$ cat src/rtl/muldiv_unit.sv
// Iterative RV32M multiply/divide unit: 32-step shift-add multiply / restoring divide
// on operand magnitudes, sign applied on completion; div-by-zero and overflow short-circuit.
`timescale 1ns/1ps
module muldiv_unit (
  input  logic        clk,
  input  logic        rst_n,
  input  logic        start,
  input  logic [2:0]  funct3,
  input  logic [31:0] op_a,
  input  logic [31:0] op_b,
  input  logic        kill,
  output logic        busy,
  output logic        stall_req,
  output logic        done,
  output logic [31:0] result
);

  typedef enum logic [1:0] {IDLE, CALC, DONE} state_t;

  state_t      state_q, state_d;
  logic [2:0]  fn_q, fn_d;
  logic [31:0] opnd_q, opnd_d;   // multiplicand or divisor magnitude
  logic [63:0] acc_q, acc_d;     // {product} or {remainder, dividend->quotient}
  logic        neg_q, neg_d;
  logic [4:0]  cnt_q, cnt_d;
  logic [31:0] res_q, res_d;

  logic        a_sgn, b_sgn, a_neg, b_neg, is_div, div0, ovf, neg_in;
  logic [31:0] abs_a, abs_b, special_res;

  always_comb begin
    a_sgn  = (funct3 != 3'b011) && (funct3 != 3'b101) && (funct3 != 3'b111);
    b_sgn  = a_sgn && (funct3 != 3'b010);
    a_neg  = a_sgn && op_a[31];
    b_neg  = b_sgn && op_b[31];
    abs_a  = a_neg ? -op_a : op_a;
    abs_b  = b_neg ? -op_b : op_b;
    is_div = funct3[2];
    // remainder follows the dividend sign; everything else is the product of signs
    neg_in = (funct3[2] && funct3[1]) ? a_neg : (a_neg ^ b_neg);
    div0   = is_div && (op_b == '0);
    ovf    = is_div && !funct3[0] && (op_a == 32'h8000_0000) && (op_b == '1);
    if (div0)
      special_res = funct3[1] ? op_a : '1;
    else
      special_res = funct3[1] ? '0 : 32'h8000_0000;
  end

  logic [32:0] mul_sum, div_rem;
  logic [31:0] div_sub, neg_q32, neg_r32;
  logic        div_ge;
  logic [63:0] iter, neg64;
  logic [31:0] fin;

  always_comb begin
    mul_sum = {1'b0, acc_q[63:32]} + (acc_q[0] ? {1'b0, opnd_q} : 33'd0);
    div_rem = acc_q[63:31];
    div_ge  = div_rem >= {1'b0, opnd_q};
    // difference is always below the divisor, so 32 bits suffice
    div_sub = div_rem[31:0] - opnd_q;
    if (fn_q[2])
      iter = {(div_ge ? div_sub : div_rem[31:0]), acc_q[30:0], div_ge};
    else
      iter = {mul_sum, acc_q[31:1]};
    neg64   = -iter;
    neg_q32 = -iter[31:0];
    neg_r32 = -iter[63:32];
    case (fn_q)
      3'b000:                 fin = neg_q ? neg64[31:0]  : iter[31:0];
      3'b001, 3'b010, 3'b011: fin = neg_q ? neg64[63:32] : iter[63:32];
      3'b100, 3'b101:         fin = neg_q ? neg_q32      : iter[31:0];
      default:                fin = neg_q ? neg_r32      : iter[63:32];
    endcase
  end

  always_comb begin
    state_d = state_q;
    fn_d    = fn_q;
    opnd_d  = opnd_q;
    acc_d   = acc_q;
    neg_d   = neg_q;
    cnt_d   = cnt_q;
    res_d   = res_q;
    case (state_q)
      IDLE: begin
        if (start && !kill) begin
          fn_d  = funct3;
          neg_d = neg_in;
          cnt_d = '0;
          if (div0 || ovf) begin
            res_d   = special_res;
            state_d = DONE;
          end else begin
            opnd_d  = is_div ? abs_b : abs_a;
            acc_d   = {32'd0, (is_div ? abs_a : abs_b)};
            state_d = CALC;
          end
        end
      end
      CALC: begin
        if (kill) begin
          state_d = IDLE;
        end else begin
          acc_d = iter;
          cnt_d = cnt_q + 5'd1;
          if (cnt_q == 5'd31) begin
            res_d   = fin;
            state_d = DONE;
          end
        end
      end
      default: state_d = IDLE;
    endcase
  end

  always_ff @(posedge clk or negedge rst_n) begin
    if (!rst_n) begin
      state_q <= IDLE;
      fn_q    <= '0;
      opnd_q  <= '0;
      acc_q   <= '0;
      neg_q   <= 1'b0;
      cnt_q   <= '0;
      res_q   <= '0;
    end else begin
      state_q <= state_d;
      fn_q    <= fn_d;
      opnd_q  <= opnd_d;
      acc_q   <= acc_d;
      neg_q   <= neg_d;
      cnt_q   <= cnt_d;
      res_q   <= res_d;
    end
  end

  assign busy      = (state_q == CALC);
  assign done      = (state_q == DONE);
  assign stall_req = ((state_q == IDLE) && start && !kill) || (state_q == CALC);
  assign result    = res_q;

endmodule

$ cat config.mk
export PLATFORM = sky130hd
export DESIGN_NAME = muldiv_unit
export DESIGN_NICKNAME = d
export VERILOG_FILES = /design/src/rtl/muldiv_unit.sv
export SDC_FILE = /design/constraint.sdc
export NUM_CORES = 1
export LEC_CHECK = 0
export ABC_AREA = 1
export CAP_MARGIN = 20
export CELL_PAD_IN_SITES_DETAIL_PLACEMENT = 1
export CELL_PAD_IN_SITES_GLOBAL_PLACEMENT = 2
export CORE_UTILIZATION = 30
export DETAILED_ROUTE_END_ITERATION = 8
export GPL_TIMING_DRIVEN = 0
export PLACE_DENSITY_LB_ADDON = 0.15
export SYNTH_ARGS = -nofsm -noshare
export SYNTH_HDL_FRONTEND = slang
export SYNTH_SLANG_ARGS = --single-unit
$ cat constraint.sdc
create_clock -name clk -period 3.4 [get_ports clk]
set_input_delay 0.68 -clock clk [delete_from_list [all_inputs] [get_ports clk]]
set_output_delay 0.68 -clock clk [all_outputs]
set_load 0.01 [all_outputs]
# After elaboration in Yosys (flattened, before gate mapping)
# Index checks and enable logic that the tools add are counted.
# totals
ff_bits	139
input_bits	71
out_inout_bits	35
word_cells	100
# classes
n_addsub	8
n_lt_le_gt_ge	1
n_eq_ne	20
n_mux	33
n_bitwise	2
n_reduce_logical	29
# op_table
operator	n
2-to-1 mux 32 bit	17
2-to-1 mux 64 bit	4
negation 32 bit	4
case mux 64 bit (2 select lines)	1
case mux 32 bit (3 select lines)	1
equality test 32 bit (second input constant)	2
negation 64 bit	1
case mux 32 bit (2 select lines)	1
adder 32 x 32 -> 33 bit	1
greater-or-equal comparator 33 x 32 -> 1 bit	1
zero test 32 bit	1
subtractor 32 bit	1
logical AND 1 bit	13
2-to-1 mux 5 bit	2
case mux 5 bit (2 select lines)	1
inequality test 3 x 2 -> 1 bit (second input constant)	3
2-to-1 mux 2 bit	4
inequality test 2 bit (second input constant)	4
equality test 3 x 2 -> 1 bit (second input constant)	2
equality test 3 bit (second input constant)	2
inequality test 3 bit (second input constant)	2
AND reduction 3 bit	2
adder 5 x 1 -> 5 bit (second input constant)	1
equality test 5 bit (second input constant)	1
other kinds (18)	21

# Depth between registers and ports, before layout
# depth
depth_word	10
depth_mapped	33
ltp_nobuf	33

# Least setup slack after synthesis
# OpenSTA, ideal clock, no wires.
# synth_timing
kind	reg-to-reg
from	register acc_q[42]
to	register res_q[18], in the netlist result[18]
arrival_time_ps	3427
required_ps	3277
slack_ps	-151
stages_incl_launch_ff	29
path_buffers	0
period_less_slack_ps	3551
cell_sequence	dfrtp_1 > ha_1 > nand2_1 > nor2_4 > nand2_1 > inv_2 > nand3_1 > nand2_2 > nor2_8 > nand3_2 > o21ai_2 > ha_1 > nand3_1 > nor2_4 > nand2_2 > nor2_4 > nand2_2 > nor2_2 > nand3_2 > nor2_1 > nand2_1 > nand2_2 > nand3_4 > nor2_2 > nand3_1 > nand3_1 > nand2_1 > o21ai_1 > a21oi_1
# synth_via
elab_chain_len	9
elab_cells_between_ends	16
# synth_lines
item	line	rtl
start, declared	23	logic [63:0] acc_q, acc_d;
start signal, assigned	121	acc_q <= '0;
start signal, assigned	129	acc_q <= acc_d;
subtractor 32 bit / greater-or-equal comparator 33 x 32 -> 1 bit (equally long branches)	60, 58	
2-to-1 mux 32 bit	62	iter = {(div_ge ? div_sub : div_rem[31:0]), acc_q[30:0], div_ge};
2-to-1 mux 64 bit (*)	61	if (fn_q[2])
negation 64 bit / negation 32 bit (equally long branches)	65, 67	
2-to-1 mux 32 bit (on tied branches)	70, 72	
case mux 32 bit (3 select lines) (*)	68	case (fn_q)
2-to-1 mux 32 bit (*)	106	if (cnt_q == 5'd31) begin
2-to-1 mux 32 bit (*)	101	if (kill) begin
case mux 32 bit (2 select lines) (*)	84	case (state_q)
end signal, assigned	132	res_q <= res_d;
end, declared	26	logic [31:0] res_q, res_d;
# Mark *: on every way between the ends. The rest lies on a longest branch, timed or not. The select of a mux whose other input is x is not followed.
# A chain may end at the register's enable or synchronous reset.

# Worst setup path after layout
# layout_timing
from	register acc_q[59]
to	register res_q[8], in the netlist result[8]
# layout_via
elab_chain_len	9
elab_cells_between_ends	14
# layout_lines
item	line	rtl
greater-or-equal comparator 33 x 32 -> 1 bit (*)	58	div_ge = div_rem >= {1'b0, opnd_q};
2-to-1 mux 32 bit	62	
2-to-1 mux 64 bit (*)	61	
negation 64 bit / negation 32 bit (equally long branches)	65, 67	
2-to-1 mux 32 bit (on tied branches)	70, 72	
case mux 32 bit (3 select lines) (*)	68	
2-to-1 mux 32 bit (*)	106	
2-to-1 mux 32 bit (*)	101	
case mux 32 bit (2 select lines) (*)	84	
# Marks and branches as above.

==> flow_summary.ini <==
[timing]
setup_ws_ns = -0.789
hold_ws_ns = 0.186
drv_slew = 0
rsz0062_at_grt = true
setup_violations = 32
relSlewSlack_pct = 23.4
fin_worst_skew_ns = 0.0248
fmax_ghz = 0.239
finalHoldViolCount = 0
post-route-period-util_pct = 123
tns_ns = -19.46
tightestPinTransition_ns = 1.15
period_needed_ns = 4.19

[synthesis]
ys.flop_type = dfrtp_1
synth.most_common_cell = nand2_1
syn-num-nets = 3297
postSynth.asyncResetShare_pct = 100
yosys-top-cells-area = dfrtp_1 (19%), nand2_1 (18%), inv_1 (9.4%)
yosys_warnings = 0
syn_avg_cell_area_um2 = 5.75
yosysSeqAreaShare_pct = 19.2
synth_seq_cells = 139
syn_inst = 3153
synth_edf_count = 0
synth_top_area_share_pct = 19.2
yosysUniqueCellTypes = 58
synth.largest_area_cell = dfrtp_1
synthesis.area_mm2 = 0.0181
synthTopCellsByCount = nand2_1 (862), inv_1 (454), nor2_1 (369)

[global_route]
grt_max_degree = 82
grt.overflow.total = 0
grt_pass1_wl_mm = 155
grt_util_all_layers_pct = 35.3
grt_pass1_vias = 23407
antenna_found_initial = 5

[clocking]
cts_tree = built
cts.sinks = 139
htree_levels = 4
cts_buffer_depth = 2
clk_pin_slew_ns = 0.07
insertion_delay_ns = 0.50
cts_buffers = 17
cts-root-buf = clkbuf_16
postCtsHoldBufs = 0

[drt]
ant_nets = 0
drt_iter0_drc = 1629
wl_mm = 110
first_pass_iters = 7
drc = 0
vias = 23272
wl_per_cell_um = 25.8
vias_per_cell = 5.47

[power_and_ir_drop]
p_per_area_mw_per_mm2 = 1100
leakage_uw = 0.0120
finalPower_uw = 28000
peakVddDrop_v = 0.000497

[die]
die_area_mm2 = 0.0614
ios = 106
die_h_um = 248
fp.dieW_um = 248
fp-row-count = 89
core_mm2 = 0.0594
start_util_pct = 30.5

[critical_path]
slowest_delay_ns = 0.49
crit_path_frequent_cell = nand2_4
critical_path.max_fanout = 5
cp-start-kind = flop
rrSetupSlack_ns = -0.79
ff2ff_path_depth = 26
cpMaxStageDelayCell = dfrtp_2
cp-end-kind = flop
required_ns = 3.74
critPathKind = flop to flop
worst-endpoint-arrival_ns = 4.53

[run_status]
violations = negative setup slack
status = finished with violations

[layout]
final_layout_size_suffix_gt1_share_pct = 26.8
fill_cells = 7716
area.growth.synth_to_final_pct = 40.2
finish.net_count = 3609
fin_util_pct = 42.8

[placement]
place_hpwl_mm = 86.7
io_buffers = 104
finalWeightedCongestion = 0.985

[run]
max_cap_violations = 0

[min_path]
hp-class = input pin to asynchronous set/reset pin
-- worst max-delay path, delay by kind of cell, from the launching register on --
family / cells / cell delay [ns]
flops: 1 / 0.49
buf+inv: 3 / 0.26
fa+ha+maj: 2 / 0.48
simple gates: 16 / 1.85
compound gates: 5 / 0.96
-- per-layer routing --
metal	GRT usage [%]	vias up	part of all wire [%]
li1	-	10813	-
met1	43.0	11423	41
met2	58.6	794	46
met3	5.72	242	5.9
met4	20.4	0	6.7
met5	0	-	0
-- through the flow --
| stage | instances | setup slack [ns] | area, um2 |
|---|---|---|---|
| after floorplan | 3153 | -0.0252 | 18500 |
| after global placement | 4030 | -4.68 | 20500 |
| after detailed placement | 4033 | -1.97 | 20500 |
| after CTS | 4196 | -0.680 | 23900 |
| after global routing | 4251 | -0.916 | 25400 |
| final | 4253 | -0.789 | 25400 |
-- worst paths after layout --
kind,startpoint,end
worst max-delay path,acc_q[59]$_DFFE_PN0P_,result[8]$_DFFE_PN0P_
worst min-delay path,rst_n,opnd_q[25]$_DFFE_PN0P_
worst max register to register,acc_q[59]$_DFFE_PN0P_,result[8]$_DFFE_PN0P_
worst min register to register,cnt_q[4]$_DFFE_PN0P_,cnt_q[4]$_DFFE_PN0P_
max in group asynchronous,rst_n,state_q[1]$_DFFE_PN0P_
min in group clk,cnt_q[4]$_DFFE_PN0P_,cnt_q[4]$_DFFE_PN0P_
-- logic make-up (layout without fill, tap and decap cells) --
group                    count (synthesis)  after routing  share of synthesized area (%)
XOR/XNOR                                94             94                           4.54
AO/OA/AOI/OAI                          545            545                           16.6
AND/OR/NAND/NOR                       1722           1722                           41.8
buffers and inverters                  580            905                           12.8
flip-flops                             139            139                           19.2
adder cells (fa/ha/maj)                 73             73                           5.12
other                                    0              2                              0
-- sequential cells by signal, indices dropped and copies added (netlist names) --
register / count
acc_q: 64
fn_q: 3
state_q: 2
opnd_q: 32
neg_q: 1
result: 32
cnt_q: 5
-- placed cells by master, fill, tap and decap left out, types with 46 or more instances in the layout --
cell	instances
nor2_4	53
buf_4	162
inv_2	46
nand4_1	47
nand3_1	182
inv_1	413
nor2_1	313
nand2_4	60
dfrtp_1	104
a21oi_1	136
nand2_1	708
nand2_2	140
nand3_2	63
o21ai_0	199
xor2_1	66
clkdlybuf4s50_1	97
-- area by class of cell --
type / count / area [um2] / share of cell area (%)
diodes: 2 / 5.00 / 0.0197
plain buffers: 107 / 622 / 2.45
clock buffers: 17 / 425 / 1.67
clock inverters: 15 / 204 / 0.803
inverters: 472 / 1800 / 7.08
multi-input cells: 2434 / 15200 / 59.7
flip-flops and latches: 139 / 3520 / 13.9
well taps: 773 / 967 / 3.81
repair buffers: 294 / 2700 / 10.6
-- power by group --
group | internal, uW | switching [uW]
clock | 1000 | 1020
sequential | 2340 | 745
combinational | 8090 | 14800
-- repair_timing --
item,CTS,global route
endpoints found under the setup margin,133,88
gates cloned,0,1
buffers inserted,132,55
pin swaps,91,130
gates resized for setup,482,266
Power figures use the tool's default switching activity.
